===== src/rtl/param_vertical_timing_generator.sv =====
// ---------------------------------------------------------------------------
// param_vertical_timing_generator
//
// Vertical timing generator for the VGA controller. Counts lines on the
// horizontal generator's new_line pulse and derives the line counter, a
// scaled row index for VRAM addressing, VSYNC, vertical-active and a
// frame-start strobe. Porch/sync/active lengths, scale factor, counter
// widths and sync polarity are parameters.
//
// Ports:
//   clk          in   single clock, rising edge
//   reset        in   synchronous, active-high
//   new_line     in   one-cycle end-of-line pulse (k cycles high = k lines)
//   ver_cnt      out  current line, 0..V_TOTAL-1
//   scl_ver_cnt  out  active row index (SCALE display lines per row)
//   v_phase      out  0=SYNC 1=BACK 2=ACTIVE 3=FRONT
//   VSYNC        out  SYNC_POL during sync lines, inverted otherwise
//   v_active     out  high on active lines
//   frame_start  out  one-cycle strobe after the wrap to line 0
//   frame_cnt    out  frame counter (mod 256)
//
// Optional feature macro: VTG_FRAME_CNT_EN
//   defined   -> frame_cnt counts wraps to line 0
//   undefined -> frame_cnt is tied to 8'd0, no counter is built
//
// All outputs are registered from the next-state values, so phase, sync,
// active and row index always describe the line shown on ver_cnt.
// ---------------------------------------------------------------------------
module param_vertical_timing_generator #(
  parameter int   V_ACTIVE = 480,
  parameter int   V_FP     = 10,
  parameter int   V_SYNC   = 2,
  parameter int   V_BP     = 33,
  parameter int   SCALE    = 5,
  parameter int   CNT_W    = 10,
  parameter int   SCL_W    = 7,
  parameter logic SYNC_POL = 1'b0
) (
  input  logic             clk,
  input  logic             reset,
  input  logic             new_line,
  output logic [CNT_W-1:0] ver_cnt,
  output logic [SCL_W-1:0] scl_ver_cnt,
  output logic [1:0]       v_phase,
  output logic             VSYNC,
  output logic             v_active,
  output logic             frame_start,
  output logic [7:0]       frame_cnt
);

  localparam int V_TOTAL = V_SYNC + V_BP + V_ACTIVE + V_FP;
  // SCALE == 1 would give a zero-width counter; keep at least one bit.
  localparam int SC_W    = (SCALE > 1) ? $clog2(SCALE) : 1;

  // Last line of each phase; a phase change happens on new_line at these.
  localparam logic [CNT_W-1:0] SYNC_END  = CNT_W'(V_SYNC - 1);
  localparam logic [CNT_W-1:0] BACK_END  = CNT_W'(V_SYNC + V_BP - 1);
  localparam logic [CNT_W-1:0] ACT_END   = CNT_W'(V_SYNC + V_BP + V_ACTIVE - 1);
  localparam logic [CNT_W-1:0] LAST_LINE = CNT_W'(V_TOTAL - 1);
  localparam logic [SC_W-1:0]  SC_LAST   = SC_W'(SCALE - 1);

  typedef enum logic [1:0] {
    PH_SYNC   = 2'd0,
    PH_BACK   = 2'd1,
    PH_ACTIVE = 2'd2,
    PH_FRONT  = 2'd3
  } phase_t;

  phase_t             ph_r;
  phase_t             ph_nxt_s;
  logic [CNT_W-1:0]   ver_cnt_r;
  logic [CNT_W-1:0]   ver_nxt_s;
  logic [SC_W-1:0]    scale_cnt_r;
  logic [SC_W-1:0]    scale_nxt_s;
  logic [SCL_W-1:0]   scl_r;
  logic [SCL_W-1:0]   scl_nxt_s;
  logic               vsync_r;
  logic               active_r;
  logic               fs_r;
  logic               wrap_s;

  // Next line, phase and scale state for the coming edge.
  always_comb begin
    ver_nxt_s   = ver_cnt_r;
    ph_nxt_s    = ph_r;
    scale_nxt_s = scale_cnt_r;
    scl_nxt_s   = scl_r;
    wrap_s      = 1'b0;
    if (new_line) begin
      if (ver_cnt_r == LAST_LINE) begin
        ver_nxt_s = {CNT_W{1'b0}};
        wrap_s    = 1'b1;
      end else begin
        ver_nxt_s = ver_cnt_r + CNT_W'(1);
        wrap_s    = 1'b0;
      end
      case (ph_r)
        PH_SYNC: begin
          if (ver_cnt_r == SYNC_END) begin
            ph_nxt_s = PH_BACK;
          end else begin
            ph_nxt_s = PH_SYNC;
          end
        end
        PH_BACK: begin
          // Entering active: the row index starts clean at row 0.
          if (ver_cnt_r == BACK_END) begin
            ph_nxt_s    = PH_ACTIVE;
            scale_nxt_s = {SC_W{1'b0}};
            scl_nxt_s   = {SCL_W{1'b0}};
          end else begin
            ph_nxt_s = PH_BACK;
          end
        end
        PH_ACTIVE: begin
          if (ver_cnt_r == ACT_END) begin
            ph_nxt_s    = PH_FRONT;
            scale_nxt_s = {SC_W{1'b0}};
            scl_nxt_s   = {SCL_W{1'b0}};
          end else if (scale_cnt_r == SC_LAST) begin
            // Row complete: advance to the next VRAM row.
            ph_nxt_s    = PH_ACTIVE;
            scale_nxt_s = {SC_W{1'b0}};
            scl_nxt_s   = scl_r + SCL_W'(1);
          end else begin
            ph_nxt_s    = PH_ACTIVE;
            scale_nxt_s = scale_cnt_r + SC_W'(1);
          end
        end
        PH_FRONT: begin
          if (ver_cnt_r == LAST_LINE) begin
            ph_nxt_s = PH_SYNC;
          end else begin
            ph_nxt_s = PH_FRONT;
          end
        end
        default: begin
          ph_nxt_s    = PH_SYNC;
          scale_nxt_s = {SC_W{1'b0}};
          scl_nxt_s   = {SCL_W{1'b0}};
        end
      endcase
    end else begin
      wrap_s = 1'b0;
    end
  end

  // Register line state and decode flags from the next phase (no lag).
  always_ff @(posedge clk) begin
    if (reset) begin
      ver_cnt_r   <= {CNT_W{1'b0}};
      ph_r        <= PH_SYNC;
      scale_cnt_r <= {SC_W{1'b0}};
      scl_r       <= {SCL_W{1'b0}};
      vsync_r     <= SYNC_POL;
      active_r    <= 1'b0;
      fs_r        <= 1'b0;
    end else begin
      ver_cnt_r   <= ver_nxt_s;
      ph_r        <= ph_nxt_s;
      scale_cnt_r <= scale_nxt_s;
      scl_r       <= scl_nxt_s;
      vsync_r     <= (ph_nxt_s == PH_SYNC) ? SYNC_POL : ~SYNC_POL;
      active_r    <= (ph_nxt_s == PH_ACTIVE);
      fs_r        <= wrap_s;
    end
  end

`ifdef VTG_FRAME_CNT_EN
  logic [7:0] frame_cnt_r;

  // Frame counter advances with each wrap, alongside frame_start.
  always_ff @(posedge clk) begin
    if (reset) begin
      frame_cnt_r <= 8'd0;
    end else if (wrap_s) begin
      frame_cnt_r <= frame_cnt_r + 8'd1;
    end else begin
      frame_cnt_r <= frame_cnt_r;
    end
  end

  assign frame_cnt = frame_cnt_r;
`else
  assign frame_cnt = 8'd0;
`endif

  assign ver_cnt     = ver_cnt_r;
  assign scl_ver_cnt = scl_r;
  assign v_phase     = ph_r;
  assign VSYNC       = vsync_r;
  assign v_active    = active_r;
  assign frame_start = fs_r;

endmodule


===== config.mk =====
export PLATFORM = sky130hd
export DESIGN_NAME = param_vertical_timing_generator
export DESIGN_NICKNAME = d
export VERILOG_FILES = /design/src/rtl/param_vertical_timing_generator.sv
export SDC_FILE = /design/constraint.sdc
export NUM_CORES = 1
export LEC_CHECK = 0
export CAP_MARGIN = 20
export CELL_PAD_IN_SITES_DETAIL_PLACEMENT = 2
export CELL_PAD_IN_SITES_GLOBAL_PLACEMENT = 2
export CORE_ASPECT_RATIO = 0.9
export CORE_MARGIN = 2
export CORE_UTILIZATION = 30
export CTS_CLUSTER_SIZE = 25
export DETAILED_ROUTE_END_ITERATION = 6
export PLACE_DENSITY = 0.84
export SLEW_MARGIN = 20
export SYNTH_ARGS = -nofsm -noshare
export SYNTH_HDL_FRONTEND = slang
export SYNTH_SLANG_ARGS = --single-unit

===== constraint.sdc =====
create_clock -name clk -period 3.9 [get_ports clk]
set_input_delay 0.585 -clock clk [delete_from_list [all_inputs] [get_ports clk]]
set_output_delay 0.585 -clock clk [all_outputs]
set_load 0.02 [all_outputs]

==> impl_results.md, run 1 <==
* Root Buffer: clkbuf_8
* Via/cell ratio at 5.01
* Antenna Nets Post-Route at 0
* Starting Density at 0.320
* Worst Max-Slew Pin Slew at 0.890 ns
* Max_cap viols at 0
* Placed cell count at 235
* Flop2flop setup slack at 1.20 ns
* CP required at 4.10 ns
* Synth top area share at 0.376
* Detailed Route WL at 3.75 mm
* Detail Placement HPWL at 2.85 mm
* Clk pwr share at 0.331
* Worst Path Max Fanout at 6
* Internal power at 354 uW
* Worst EP arrival at 2.91 ns
* Initial antenna violation count at 0
* Type of the worst min-delay path: flop to flop
* Crit path cell chain: nor4_1 -> a41oi_1 -> a2111o_1 -> or3_1 -> a21oi_1
* Switching pwr at 126 uW
* Library cells used by synthesis at 42
* Outcome: finished clean
* Setup bufs post-CTS at 0
* Sw frac at 0.262
* Pin count of the biggest net entering global routing at 14
* Yosys Warn Count at 0
* CTS HTree Levels at 1
* Slowest library cell on the worst path: nor4_1
* Cell area after synthesis at 1330 um^2
* First-pass GRT wire length at 6.28 mm
* Vias in the first global route at 1316
* Fmax at 370 MHz
* Post-Place Setup Slack at 1.25 ns
* Total CTS buffers at 3
* Leak pwr at 0.000590 uW
* Async SR Flop Fraction at 0
* Final setup violation count at 0
* All-layer global routing usage at 0.167
* Sum of negative setup slack at 0 ns
* Min Clock Period, post-route at 2.70 ns
* Vias at 1198
* Post-synth EDFFs at 0
* # hold bufs at CTS at 0
* Clk slew on worst S/H paths at 0.09 ns
* Cts repair resizes at 0
* Antenna diodes at 0
* Clock latency on the worst-skew pair at 0.27 ns
* Post-route setup slack at 1.20 ns
* Sink Count at 25
* Multi-input logic area at 758 um^2
* Die H at 67.2 um
* Count of pins over their slew limit at 0
* Final Hold Fails at 0
* Crit share post-route at 0.693
* Util after Layout at 0.396
* Area Growth Syn to Fin at 23.7%
* Logic pwr share at 0.116
* Ranking of synthesized cells by area: dfxtp_1 38%, ha_1 6.6%, nor2_1 5.9%, xor2_1 4.6%, buf_4 4.5%
* Power density cells at 292 nW/um^2
* Core area at 4160 um^2
* Clock buffer depth at 2
* Slew headroom at 0.401
* Grt ovf at 0
* Fill cells at 490
* RSZ-0062 raised after global routing: false
* Initial DRC Count at 48
* Final Wtd Congestion at 0.833
* Io pins at 33
* Kind of critical path: flop to flop
* Row count at 22
* DIE WIDTH at 74.2 um
* Sequential Power Share at 0.554
* Sequential cell area at 500 um^2
* Largest stage delay, worst path at 0.80 ns
* Post-route non-filler standard cell count at 239
* Cells after Synth at 155
* CP Capture Type: flop
* Buffers on Ports at 24
* CTS tree: built
* Dominant synthesized flop cell: dfxtp_1
* Wirelength per Cell at 15.7 um
* Hold slack at 0.500 ns
* Final nets at 190
* Post-synth top area cell: dfxtp_1
* Synthesis-stage register bit count at 25
* Layout Skew at 0.00332 ns
* DRC at 0
* Critical Path Start Type: flop
* Register area share after synthesis at 0.376
* Layout cells sized above 1 at 0.0335
* DIE AREA at 4980 um^2
* Avg Cell Area, Syn at 8.58 um^2
* Drt pass-1 iters at 2
* Peak VDD IR at 180 uV
[worst paths after layout]
path / to / cells past startpoint / start
min: scale_cnt_r[0] / 2 / scale_cnt_r[0]
max: scl_ver_cnt[6] / 5 / ver_cnt[7]
max reg2reg: scl_ver_cnt[6] / 5 / ver_cnt[7]
min reg2reg: scale_cnt_r[0] / 2 / scale_cnt_r[0]
[metrics by stage]
step	area (um^2)	total power (uW)
CTS	1650	489
global route	1650	506
floorplan	1360	313
finish	1650	480
global placement	1600	325
detailed placement	1600	328
[metal layers]
layer | routed length [um] | share of wire | GRT usage
met5 | 0 | 0 | 0
met4 | 85 | 0.023 | 0.0568
met3 | 118 | 0.031 | 0.0373
met2 | 1900 | 0.51 | 0.302
met1 | 1650 | 0.44 | 0.193
[critical path: cells and delay by family (launching register included)]
kind | cells | cell delay [ns]
AND/OR/NAND/NOR | 2 | 1.16
AO/OA/AOI/OAI | 3 | 1.09
flip-flops | 1 | 0.38
[placed cells by master (no fill, tap or decap), types with 2 or more instances in the layout]
cell	netlist	layout
and2_1	2	2
conb_1	1	8
nor2_1	21	21
dfxtp_1	25	25
inv_1	7	7
or3_1	4	4
xnor2_1	5	5
nand4_1	4	4
a21oi_1	9	9
ha_1	7	7
a2111oi_0	2	2
nor2b_1	2	2
xor2_1	7	7
o21ai_0	4	4
clkdlybuf4s50_1	0	24
nand2_1	8	8
nand2b_1	5	5
mux2i_1	2	2
nor3_1	2	2
nand3_1	7	7
clkbuf_8	0	3
[cells by family after synthesis]
group / count (synthesis) / share of synthesized area
AO/OA/AOI/OAI: 26 / 0.134
XOR/XNOR: 12 / 0.0790
adder cells (fa/ha/maj): 7 / 0.0658
buffers and inverters: 18 / 0.0734
flip-flops: 25 / 0.376
multiplexers: 2 / 0.0151
other: 1 / 0.00282
AND/OR/NAND/NOR: 64 / 0.254
[registers in the layout (all words and copies together) (netlist names)]
signal       flops
scale_cnt_r      3
ver_cnt         10
v_phase          2
scl_ver_cnt      7
VSYNC            1
v_active         1
frame_start      1
[Yosys cell counts, drive strengths merged, types with 4 or more instances]
master / n
nand4: 4
nor2: 21
nand3: 7
xor2: 7
o21ai: 4
nand2: 8
ha: 7
dfxtp: 25
inv: 7
a21oi: 9
buf: 9
or3: 4
xnor2: 5
nand2b: 5
[area by class of cell]
class	instances	share of cell area
clock buffers	4	0.0274
flip-flops and latches	25	0.304
inverters	7	0.0160
multi-input cells	119	0.461
repair buffers	24	0.146
well taps	60	0.0456
[power groups by stage]
stage / clock [uW] / combinational, uW / sequential [uW]
after floorplan: 0 / 36.6 / 277
after detailed placement: 0 / 55.7 / 272
final: 159 / 55.5 / 266
after global placement: 0 / 53.7 / 271
after CTS: 166 / 56.2 / 266
after global routing: 178 / 60.8 / 267
(Power assumes the default switching activity.)
==> run 2, diff against run 1 <==
--- a/config.mk
+++ b/config.mk
@@ -10,10 +10,10 @@
 export CELL_PAD_IN_SITES_GLOBAL_PLACEMENT = 2
 export CORE_ASPECT_RATIO = 0.9
 export CORE_MARGIN = 2
-export CORE_UTILIZATION = 30
+export CORE_UTILIZATION = 28
 export CTS_CLUSTER_SIZE = 25
 export DETAILED_ROUTE_END_ITERATION = 6
-export PLACE_DENSITY = 0.84
+export PLACE_DENSITY = 0.79
 export SLEW_MARGIN = 20
 export SYNTH_ARGS = -nofsm -noshare
 export SYNTH_HDL_FRONTEND = slang
==> constraint.sdc (replaced) <==
create_clock -name clk -period 2.5 [get_ports clk]
set_input_delay 0.375 -clock clk [delete_from_list [all_inputs] [get_ports clk]]
set_output_delay 0.375 -clock clk [all_outputs]
set_load 0.02 [all_outputs]
==> run 2 against run 1 <==
  * First-iteration DRC count shrank 33%
  * Power grew 59%
  * Via count grew 6.3%
  * Sequential power grew 56%
  * Global-route usage shrank 0.054 points
  * Cell count grew 6.7%
  * Worst hold slack is essentially flat
  * Non-clock buffer count grew 14
  * Die area grew 6.7%
  * Final area grew 7.3%
  * Routed wire length grew 17%
  * Largest cell class unchanged
==> impl_results.md, run 2 (synthesis gave the netlist of run 1 again) <==
* Outcome: finished clean
* Root Buffer: clkbuf_8
* Total CTS buffers at 3
* Final Wtd Congestion at 0.824
* Worst Path Max Fanout at 5
* CP required at 2.66 ns
* Final nets at 204
* Routed length on met2 at 2.39 mm
* Count of pins over their slew limit at 0
* Sw frac at 0.267
* Type of the worst min-delay path: flop to flop
* Worst Max-Slew Pin Slew at 0.566 ns
* Pin count of the biggest net entering global routing at 14
* Clk slew on worst S/H paths at 0.09 ns
* Kind of critical path: flop to flop
* CP Capture Type: flop
* Buffers on Ports at 24
* Die H at 69.4 um
* CTS tree: built
* Fill cells at 531
* Worst EP arrival at 2.61 ns
* Layout cells sized above 1 at 0.130
* Wirelength per Cell at 17.3 um
* Crit share post-route at 0.981
* Clock buffer depth at 2
* Routed met1 length at 1.83 mm
* DRC at 0
* Sink Count at 25
* Worst Path Buf+Inv at 2
* Min Clock Period, post-route at 2.45 ns
* Sequential Power Share at 0.542
* Largest register FFs at 10
* DIE AREA at 5320 um^2
* Antenna diodes at 0
* Clk pwr share at 0.324
* Logic pwr share at 0.134
* Slew headroom at 0.613
* Initial DRC Count at 32
* Max_cap viols at 0
* Final Hold Fails at 0
* Largest stage delay, worst path at 0.50 ns
* Top Family by Delay on Critical Path: compound AO/OA/AOI/OAI gates
* All-layer global routing usage at 0.166
* Row count at 23
* Crit path cell chain: inv_2 -> ha_2 -> or3b_4 -> o31a_1 -> a2111o_1 -> buf_4 -> o21ai_0 -> a21oi_1
* Switching pwr at 204 uW
* Via/cell ratio at 5.00
* First-pass GRT wire length at 6.93 mm
* Slowest library cell on the worst path: a2111o_1
* CTS HTree Levels at 1
* Antenna Nets Post-Route at 0
* Area Growth Syn to Fin at 32.7%
* Top Metal Used: met4
* Critical Path Start Type: flop
* Initial antenna violation count at 0
* Multi-input logic area at 764 um^2
* Fmax at 408 MHz
* Power density cells at 433 nW/um^2
* Sum of negative setup slack at 0 ns
* DIE WIDTH at 76.7 um
* Detailed Route WL at 4.40 mm
* Io pins at 33
* # hold bufs at CTS at 0
* Peak VDD IR at 264 uV
* Drt pass-1 iters at 4
* Starting Density at 0.294
* Hold slack at 0.500 ns
* Vias in the first global route at 1371
* Met3 WL post-DR at 126 um
* Commonest non-fill, non-tap cells in the layout: 24 x clkdlybuf4s50_1, 22 x dfxtp_1, 21 x nor2_1
* Internal power at 560 uW
* Clock latency on the worst-skew pair at 0.28 ns
* Commonest non-fill, non-tap cell in the layout: clkdlybuf4s50_1
* Vias at 1274
* Core area at 4520 um^2
* Sequential cell area at 507 um^2
* Leak pwr at 0.000664 uW
* Final setup violation count at 0
* Detail Placement HPWL at 3.26 mm
* Grt ovf at 0
* Layout Skew at 0.00743 ns
==> run 2: cell types whose count changed in the layout (fill, tap and decap cells not counted), sizes merged <==
cell  before  now
buf        0   14
==> run 2: through the flow <==
step                      total power (uW)   util  setup WS, ns  cell area, um^2  instances
after CTS                              771  0.386        0.0218             1740        253
after detailed placement               522  0.375       -0.0357             1700        249
after floorplan                        489      -        0.0552             1360        162
after global placement                 516  0.375        0.0984             1700        249
after global routing                   800  0.391       -0.0606             1770        255
final                                  764  0.391        0.0472             1770        255
==> run 2: cell type report <==
type	instances	share of cell area
clock buffers	4	0.0255
well taps	62	0.0439
multi-input cells	119	0.433
repair buffers	38	0.196
flip-flops and latches	25	0.287
inverters	7	0.0149
==> run 2: worst register-to-register path, stage by stage, from the launching register on <==
cell and delay, ns:
dfxtp_2 0.34, inv_2 0.08, ha_2 0.19, or3b_4 0.40, o31a_1 0.36, a2111o_1 0.50, buf_4 0.17, o21ai_0 0.21
a21oi_1 0.09
==> run 2: layer usage <==
layer / vias to the layer above / GRT usage
met3: 8 / 0.0365
met5: - / 0
met1: 626 / 0.184
met2: 33 / 0.320
li1: 607 / -
met4: 0 / 0.0424
==> run 2: final timing paths <==
path	startpoint	depth (start not counted)	to	slack, ns
worst max-delay path	ver_cnt[0]	8	scl_ver_cnt[6]	0.05
worst min-delay path	scale_cnt_r[2]	2	scale_cnt_r[2]	0.50
worst max register to register	ver_cnt[0]	8	scl_ver_cnt[6]	0.05
worst min register to register	scale_cnt_r[2]	2	scale_cnt_r[2]	0.50
==> run 2: timing repair <==
action | in CTS | in global routing
endpoints found under the setup margin | 4 | 4
pin swaps | 2 | 4
gates resized for setup | 2 | 4
buffers inserted | 0 | 2
==> run 2: power by group through the flow <==
stage          Clock, uW  Combinational (uW)  Sequential, uW
5_1_grt              275                 110             415
6_report             248                 102             414
4_1_cts              256                 101             414
3_3_place_gp           0                93.7             422
3_5_place_dp           0                98.9             423
2_1_floorplan          0                57.1             432
==> run 3, diff against run 2 <==
--- a/config.mk
+++ b/config.mk
@@ -5,6 +5,7 @@
 export SDC_FILE = /design/constraint.sdc
 export NUM_CORES = 1
 export LEC_CHECK = 0
+export ABC_AREA = 0
 export CAP_MARGIN = 20
 export CELL_PAD_IN_SITES_DETAIL_PLACEMENT = 2
 export CELL_PAD_IN_SITES_GLOBAL_PLACEMENT = 2
@@ -14,7 +15,7 @@
 export CTS_CLUSTER_SIZE = 25
 export DETAILED_ROUTE_END_ITERATION = 6
 export PLACE_DENSITY = 0.79
-export SLEW_MARGIN = 20
+export SLEW_MARGIN = 15
 export SYNTH_ARGS = -nofsm -noshare
 export SYNTH_HDL_FRONTEND = slang
 export SYNTH_SLANG_ARGS = --single-unit
==> results of run 3 <==
The final DEF is identical to that of run 2; final timing and power are the same.
